===== src/rtl/jt12_wrseq_pkg.sv =====
// Shared definitions for the jt12 register write sequencer: FSM state encodings and the
// layout of a queued request entry {bank, reg, val}.
package jt12_wrseq_pkg;

    localparam int unsigned EntW    = 17;
    localparam int unsigned ValLsb  = 0;
    localparam int unsigned RegLsb  = 8;
    localparam int unsigned BankBit = 16;

    typedef enum logic [2:0] {
        StIdle  = 3'd0,
        StAWr   = 3'd1,
        StARel  = 3'd2,
        StAWait = 3'd3,
        StDWr   = 3'd4,
        StDRel  = 3'd5,
        StDWait = 3'd6
    } state_e;

    function automatic logic [EntW-1:0] pack_entry(input logic       bank,
                                                   input logic [7:0] rg,
                                                   input logic [7:0] val);
        return {bank, rg, val};
    endfunction

endpackage


===== src/rtl/jt12_wrseq_fifo.sv =====
// Request FIFO for the write sequencer: synchronous, first-word-fall-through head,
// occupancy count. Runs every clock.
module jt12_wrseq_fifo #(
    parameter int unsigned AW = 3,
    parameter int unsigned W  = 17
) (
    input  logic          clk_i,
    input  logic          rst_i,
    input  logic          push_i,
    input  logic          pop_i,
    input  logic [W-1:0]  din_i,
    output logic [W-1:0]  head_o,
    output logic          full_o,
    output logic          empty_o,
    output logic [AW:0]   count_o
);

    localparam int unsigned Depth = 1 << AW;
    localparam int unsigned CW    = AW + 1;

    logic [W-1:0]  mem_q [Depth];
    logic [AW-1:0] wr_ptr_q, rd_ptr_q;
    logic [AW:0]   count_q;
    logic          do_push, do_pop;

    assign full_o  = (count_q == CW'(Depth));
    assign empty_o = (count_q == '0);
    assign count_o = count_q;
    assign head_o  = mem_q[rd_ptr_q];

    // Fullness comes from the registered count, so a same-cycle pop never makes room.
    assign do_push = push_i && !full_o;
    assign do_pop  = pop_i && !empty_o;

    always_ff @(posedge clk_i) begin
        if (do_push) begin
            mem_q[wr_ptr_q] <= din_i;
        end
    end

    always_ff @(posedge clk_i) begin
        if (rst_i) begin
            wr_ptr_q <= '0;
            rd_ptr_q <= '0;
            count_q  <= '0;
        end else begin
            if (do_push) begin
                wr_ptr_q <= wr_ptr_q + AW'(1);
            end
            if (do_pop) begin
                rd_ptr_q <= rd_ptr_q + AW'(1);
            end
            count_q <= count_q + CW'(do_push) - CW'(do_pop);
        end
    end

endmodule


===== src/rtl/jt12_wrseq.sv =====
// Host-side write sequencer for the jt12 two-port register interface: queues writes and replays
// each as an address strobe then a data strobe. JT12_WRSEQ_ACACHE_EN skips repeated addresses.
module jt12_wrseq
    import jt12_wrseq_pkg::*;
#(
    parameter int unsigned FIFO_AW = 3,
    parameter int unsigned HOLD    = 2,
    parameter int unsigned TOUT    = 255
) (
    input  logic             rst,
    input  logic             clk,
    input  logic             cen,
    input  logic             req_valid,
    output logic             req_ready,
    input  logic             req_bank,
    input  logic [7:0]       req_reg,
    input  logic [7:0]       req_val,
    output logic [1:0]       addr,
    output logic [7:0]       dout,
    output logic             write,
    input  logic             busy,
    output logic             idle,
    output logic [FIFO_AW:0] pending,
    output logic             timeout,
    input  logic             clr_timeout
);

    localparam int unsigned CW = FIFO_AW + 1;
    localparam int unsigned HW = (HOLD > 1) ? $clog2(HOLD) : 1;
    localparam int unsigned TW = (TOUT > 1) ? $clog2(TOUT) : 1;

    state_e            state_q, state_d;
    logic [HW-1:0]     hold_q, hold_d;
    logic [TW-1:0]     tout_q, tout_d;
    logic [EntW-1:0]   ent_q, ent_d;
    logic [1:0]        addr_q, addr_d;
    logic [7:0]        dout_q, dout_d;
    logic              write_q, write_d;
    logic              timeout_q, timeout_d;
    logic              idle_q, idle_d;

    logic              push_en, pop, start, tout_hit, cache_hit;
    logic              fifo_full, fifo_empty;
    logic [EntW-1:0]   fifo_head;
    logic [CW-1:0]     cnt_nx;

    assign req_ready = !fifo_full && !rst;
    assign push_en   = req_valid && req_ready;

    jt12_wrseq_fifo #(
        .AW (FIFO_AW),
        .W  (EntW)
    ) u_fifo (
        .clk_i   (clk),
        .rst_i   (rst),
        .push_i  (push_en),
        .pop_i   (pop),
        .din_i   (pack_entry(req_bank, req_reg, req_val)),
        .head_o  (fifo_head),
        .full_o  (fifo_full),
        .empty_o (fifo_empty),
        .count_o (pending)
    );

`ifdef JT12_WRSEQ_ACACHE_EN
    logic       cache_vld_q, tout_seen_q;
    logic [8:0] cache_tag_q;

    assign cache_hit = cache_vld_q && (cache_tag_q == fifo_head[BankBit:RegLsb]);

    // A timeout anywhere in an entry leaves the chip's address latch unknown.
    always_ff @(posedge clk) begin
        if (rst) begin
            cache_vld_q <= 1'b0;
            tout_seen_q <= 1'b0;
            cache_tag_q <= '0;
        end else if (tout_hit) begin
            cache_vld_q <= 1'b0;
            tout_seen_q <= 1'b1;
        end else if (start) begin
            tout_seen_q <= 1'b0;
        end else if (pop) begin
            cache_vld_q <= !tout_seen_q;
            cache_tag_q <= ent_q[BankBit:RegLsb];
        end
    end
`else
    assign cache_hit = 1'b0;
`endif

    always_comb begin
        state_d  = state_q;
        hold_d   = hold_q;
        tout_d   = tout_q;
        ent_d    = ent_q;
        addr_d   = addr_q;
        dout_d   = dout_q;
        write_d  = write_q;
        pop      = 1'b0;
        start    = 1'b0;
        tout_hit = 1'b0;
        if (cen) begin
            unique case (state_q)
                StIdle: begin
                    if (!fifo_empty) begin
                        start   = 1'b1;
                        ent_d   = fifo_head;
                        hold_d  = '0;
                        write_d = 1'b1;
                        if (cache_hit) begin
                            state_d = StDWr;
                            addr_d  = {fifo_head[BankBit], 1'b1};
                            dout_d  = fifo_head[ValLsb +: 8];
                        end else begin
                            state_d = StAWr;
                            addr_d  = {fifo_head[BankBit], 1'b0};
                            dout_d  = fifo_head[RegLsb +: 8];
                        end
                    end
                end
                StAWr, StDWr: begin
                    if (hold_q == HW'(HOLD - 1)) begin
                        state_d = (state_q == StAWr) ? StARel : StDRel;
                        write_d = 1'b0;
                    end else begin
                        hold_d = hold_q + HW'(1);
                    end
                end
                StARel, StDRel: begin
                    state_d = (state_q == StARel) ? StAWait : StDWait;
                    tout_d  = '0;
                end
                StAWait, StDWait: begin
                    // An expired wait proceeds exactly as if busy had been seen low.
                    if (!busy || tout_q == TW'(TOUT - 1)) begin
                        tout_hit = busy;
                        if (state_q == StAWait) begin
                            state_d = StDWr;
                            hold_d  = '0;
                            addr_d  = {ent_q[BankBit], 1'b1};
                            dout_d  = ent_q[ValLsb +: 8];
                            write_d = 1'b1;
                        end else begin
                            state_d = StIdle;
                            pop     = 1'b1;
                        end
                    end else begin
                        tout_d = tout_q + TW'(1);
                    end
                end
                default: begin
                    state_d = StIdle;
                    write_d = 1'b0;
                end
            endcase
        end

        timeout_d = timeout_q;
        if (clr_timeout) begin
            timeout_d = 1'b0;
        end
        if (tout_hit) begin
            timeout_d = 1'b1;
        end

        cnt_nx = pending + CW'(push_en) - CW'(pop);
        idle_d = (cnt_nx == '0) && (state_d == StIdle);
    end

    always_ff @(posedge clk) begin
        if (rst) begin
            state_q   <= StIdle;
            hold_q    <= '0;
            tout_q    <= '0;
            ent_q     <= '0;
            addr_q    <= '0;
            dout_q    <= '0;
            write_q   <= 1'b0;
            timeout_q <= 1'b0;
            idle_q    <= 1'b1;
        end else begin
            state_q   <= state_d;
            hold_q    <= hold_d;
            tout_q    <= tout_d;
            ent_q     <= ent_d;
            addr_q    <= addr_d;
            dout_q    <= dout_d;
            write_q   <= write_d;
            timeout_q <= timeout_d;
            idle_q    <= idle_d;
        end
    end

    assign addr    = addr_q;
    assign dout    = dout_q;
    assign write   = write_q;
    assign timeout = timeout_q;
    assign idle    = idle_q;

endmodule


===== config.mk =====
export PLATFORM = sky130hd
export DESIGN_NAME = jt12_wrseq
export DESIGN_NICKNAME = d
export VERILOG_FILES = /design/src/rtl/jt12_wrseq_pkg.sv /design/src/rtl/jt12_wrseq_fifo.sv /design/src/rtl/jt12_wrseq.sv
export SDC_FILE = /design/constraint.sdc
export NUM_CORES = 1
export LEC_CHECK = 0
export BUFFER_PORTS_ARGS = -buffer_cell sky130_fd_sc_hd__clkbuf_2
export CORE_ASPECT_RATIO = 1.1
export CORE_UTILIZATION = 30
export CTS_BUF_LIST = sky130_fd_sc_hd__clkbuf_16
export DETAILED_ROUTE_END_ITERATION = 10
export PLACE_DENSITY = 0.46
export SLEW_MARGIN = 10
export SYNTH_ARGS = -nofsm -noshare
export SYNTH_HDL_FRONTEND = slang
export SYNTH_HIERARCHICAL = 1
export SYNTH_SLANG_ARGS = --single-unit

===== constraint.sdc =====
create_clock -name clk -period 3.2 [get_ports clk]
set_input_delay 0.48 -clock clk [delete_from_list [all_inputs] [get_ports clk]]
set_output_delay 0.48 -clock clk [all_outputs]
set_load 0.05 [all_outputs]

==> flow_metrics.py <==
metrics = {
    "routing": {
        "avgViaCountPerCell": 4.88,
        "vias": 4274,
        "drt_iter0_drc": 319,
        "wl_per_cell_um": 18.3,
        "drtPass1Iterations": 4,
        "drc_errors": 0,
        "finalWirelength_um": 16000,
        "ant_nets": 0,
    },
    "timing": {
        "setup_violations": 0,
        "finalClockSkew_ps": 13.3,
        "tns_ps": 0,
        "rsz0062_at_grt": "no",
        "finalHoldViolCount": 0,
        "fin_ws_ps": 232,
        "slew_viol_final": 0,
        "worstMarginPinSlew_ps": 650,
        "post-route-min-period_ps": 2970,
        "whs_ps": 315,
        "slew_headroom_pct": 56.6,
        "post-route-period-util_pct": 92.7,
        "fmax_mhz": 337,
    },
    "worst_setup_path": {
        "start_kind": "flip-flop",
        "path_class": "flip-flop to flip-flop",
        "crit_path_start": "u_fifo/count_o[2]",
        "crit_required_ps": 3570,
        "arrival_ps": 3340,
        "rrSetupSlack_ps": 230,
        "end_kind": "flip-flop",
        "r2r-start": "u_fifo/count_o[2]",
        "rr_worst_depth": 14,
        "path_max_fanout": 4,
        "rr_endpoint": "idle",
    },
    "cts": {
        "holdBufCountCts": 0,
        "h-tree-depth": 4,
        "clock_sinks": 183,
        "cts.clk_slew.worst_paths_ps": 80,
        "cts-root-buf": "clkbuf_16",
        "insertion_delay_ps": 430,
        "cts_buffer_depth": 2,
        "post_cts_buffers": 0,
        "tritoncts": "built",
        "cts-buffers-inserted": 17,
    },
    "global_routing": {
        "grt_usage_pct": 12.9,
        "grt.overflow.total": 0,
        "grt_pass1_vias": 4364,
        "grt_max_degree": 45,
        "grt_pass1_wl_um": 25000,
        "grt_antenna_before_repair": 0,
    },
    "synth": {
        "synth_edf_count": 136,
        "syn_inst": 493,
        "yosysWarnings": 6,
        "async_flop_share_pct": 0,
        "yosysMostFrequentCell": "edfxtp_1",
        "synth_area_leaders": "edfxtp_1, dfxtp_1, mux4_1",
        "avgSynthCellArea_um2": 15.6,
        "yosysSeqAreaShare_pct": 65.4,
        "syn-num-nets": 531,
        "synthFlopType": "edfxtp_1",
        "ys_types": 54,
        "synth_seq_cells": 183,
        "synthTopCellsByCount": "edfxtp_1, dfxtp_1, nor2_1, nand2_1, mux4_1",
        "synth_top_area_cell": "edfxtp_1",
        "netlist.area_leader.share_pct": 53.2,
        "syn-cell-area_um2": 7680,
    },
    "placement": {
        "post-dp-hpwl_um": 9770,
        "port_buffers": 40,
        "pre_cts_ws_ps": 205,
        "place.gp.congestion": 0.803,
    },
    "die": {
        "die_y_um": 170,
        "die_area_um2": 26200,
        "pin_count": 41,
        "core_area_um2": 25200,
        "fp-row-count": 61,
        "initial_core_util_pct": 30.5,
        "die_w_um": 155,
    },
    "status": {
        "outcome": "complete, no violations",
    },
    "layout": {
        "nNetsFinal": 585,
        "drive_gt1_share_pct": 25.0,
        "n_antenna_cell": 0,
        "area_delta_synth_final_pct": 16.9,
    },
    "worst_hold_path": {
        "min_path_cells": 3,
        "worstHoldEndpoint": "timeout",
        "hp-class": "input port to flip-flop",
        "hp-start": "clr_timeout",
    },
    "pwr": {
        "powerDensity_nw_per_um2": 689,
        "p_leak_nw": 3.01,
        "ir_worst_vdd_uv": 370,
    },
    "job": {
        "timing.max_cap.violations": 0,
    },
}
critical path: stages (launching register included):
cell     delay (ps)
dfxtp_2         340
inv_1           100
ha_1            150
or3b_2          510
inv_2           120
nor2_4           40
nand2_1         100
ha_1            240
inv_1            60
ha_1            160
inv_1            60
fa_1            380
xnor2_1         130
nor4b_1         310
a41o_1          210
layout by cell type, fill, tap and decap left out, types with 7 or more instances in the layout:
cell | netlist | routed
buf_4 | 1 | 21
ha_1 | 13 | 13
mux2i_1 | 12 | 12
clkbuf_16 | 0 | 17
mux2_2 | 20 | 20
or3_1 | 7 | 7
nand2_1 | 33 | 33
a311oi_1 | 11 | 11
mux4_1 | 24 | 24
edfxtp_1 | 136 | 136
a21oi_1 | 19 | 19
inv_1 | 17 | 16
clkbuf_2 | 2 | 40
nand3_1 | 8 | 8
dfxtp_1 | 47 | 45
nand2b_1 | 9 | 9
nor2_1 | 37 | 36
mux4_2 | 10 | 10
how the worst max path moves through the flow:
stage	end	slack, ps	cells after the start
3_3_place_gp	idle	300	14
4_1_cts	idle	190	14
2_1_floorplan	idle	7	13
5_1_grt	idle	3	14
3_5_place_dp	idle	200	14
6_report	idle	230	14
through the flow:
stage	std cells	total power [mW]	utilization [%]	cell area, um^2
after detailed placement	843	4.08	33.1	8340
final	875	6.18	35.6	8970
after global routing	875	6.46	35.6	8970
after global placement	843	4.05	33.1	8340
after CTS	875	6.25	35.6	8970
after floorplan	493	3.74	-	7720
layout make-up:
| class | instances | area [um^2] |
|---|---|---|
| inverters | 17 | 63.8 |
| clock inverters | 15 | 204 |
| flip-flops and latches | 183 | 5030 |
| multi-input cells | 267 | 2500 |
| clock buffers | 17 | 425 |
| repair buffers | 61 | 358 |
| well taps | 315 | 394 |
| fillers | 2429 | 16200 |
sequential cells by signal (all words and copies together) (netlist names), 2 cells and up, named ones only:
register	flops
u_fifo/mem_q	136
ent_q	9
addr	2
u_fifo/count_o	4
u_fifo/wr_ptr_q	3
u_fifo/rd_ptr_q	3
tout_q	8
dout	8
state_q	3
metal layers:
layer,GRT usage (%),up-vias,share of wire (%)
li1,-,2018,-
met1,15.9,2188,45
met2,22.8,56,51
met3,2.68,12,3.0
met4,3.57,0,1.1
met5,0,-,0
power breakdown:
part	internal [mW]	leakage, nW	switching (mW)	total [mW]
clock	1.09	0.303	1.07	2.17
sequential	2.73	1.61	0.123	2.85
combinational	0.395	1.09	0.766	1.16
total	4.22	3.01	1.96	6.18
cells by family (layout without fill, tap and decap cells):
logic type	after synthesis	count (layout)	synth area share, %
multiplexers	66	66	15.6
XOR/XNOR	6	6	0.684
adder cells (fa/ha/maj)	15	15	2.64
AO/OA/AOI/OAI	53	53	4.84
buffers and inverters	43	110	2.62
AND/OR/NAND/NOR	127	127	8.13
flip-flops	183	183	65.4
what timing repair did:
action / in CTS / in global routing
endpoints found under the hold margin: 0 / 0
resized for setup: 0 / 1
setup endpoints to repair: 0 / 1
(Power assumes the default switching activity.)
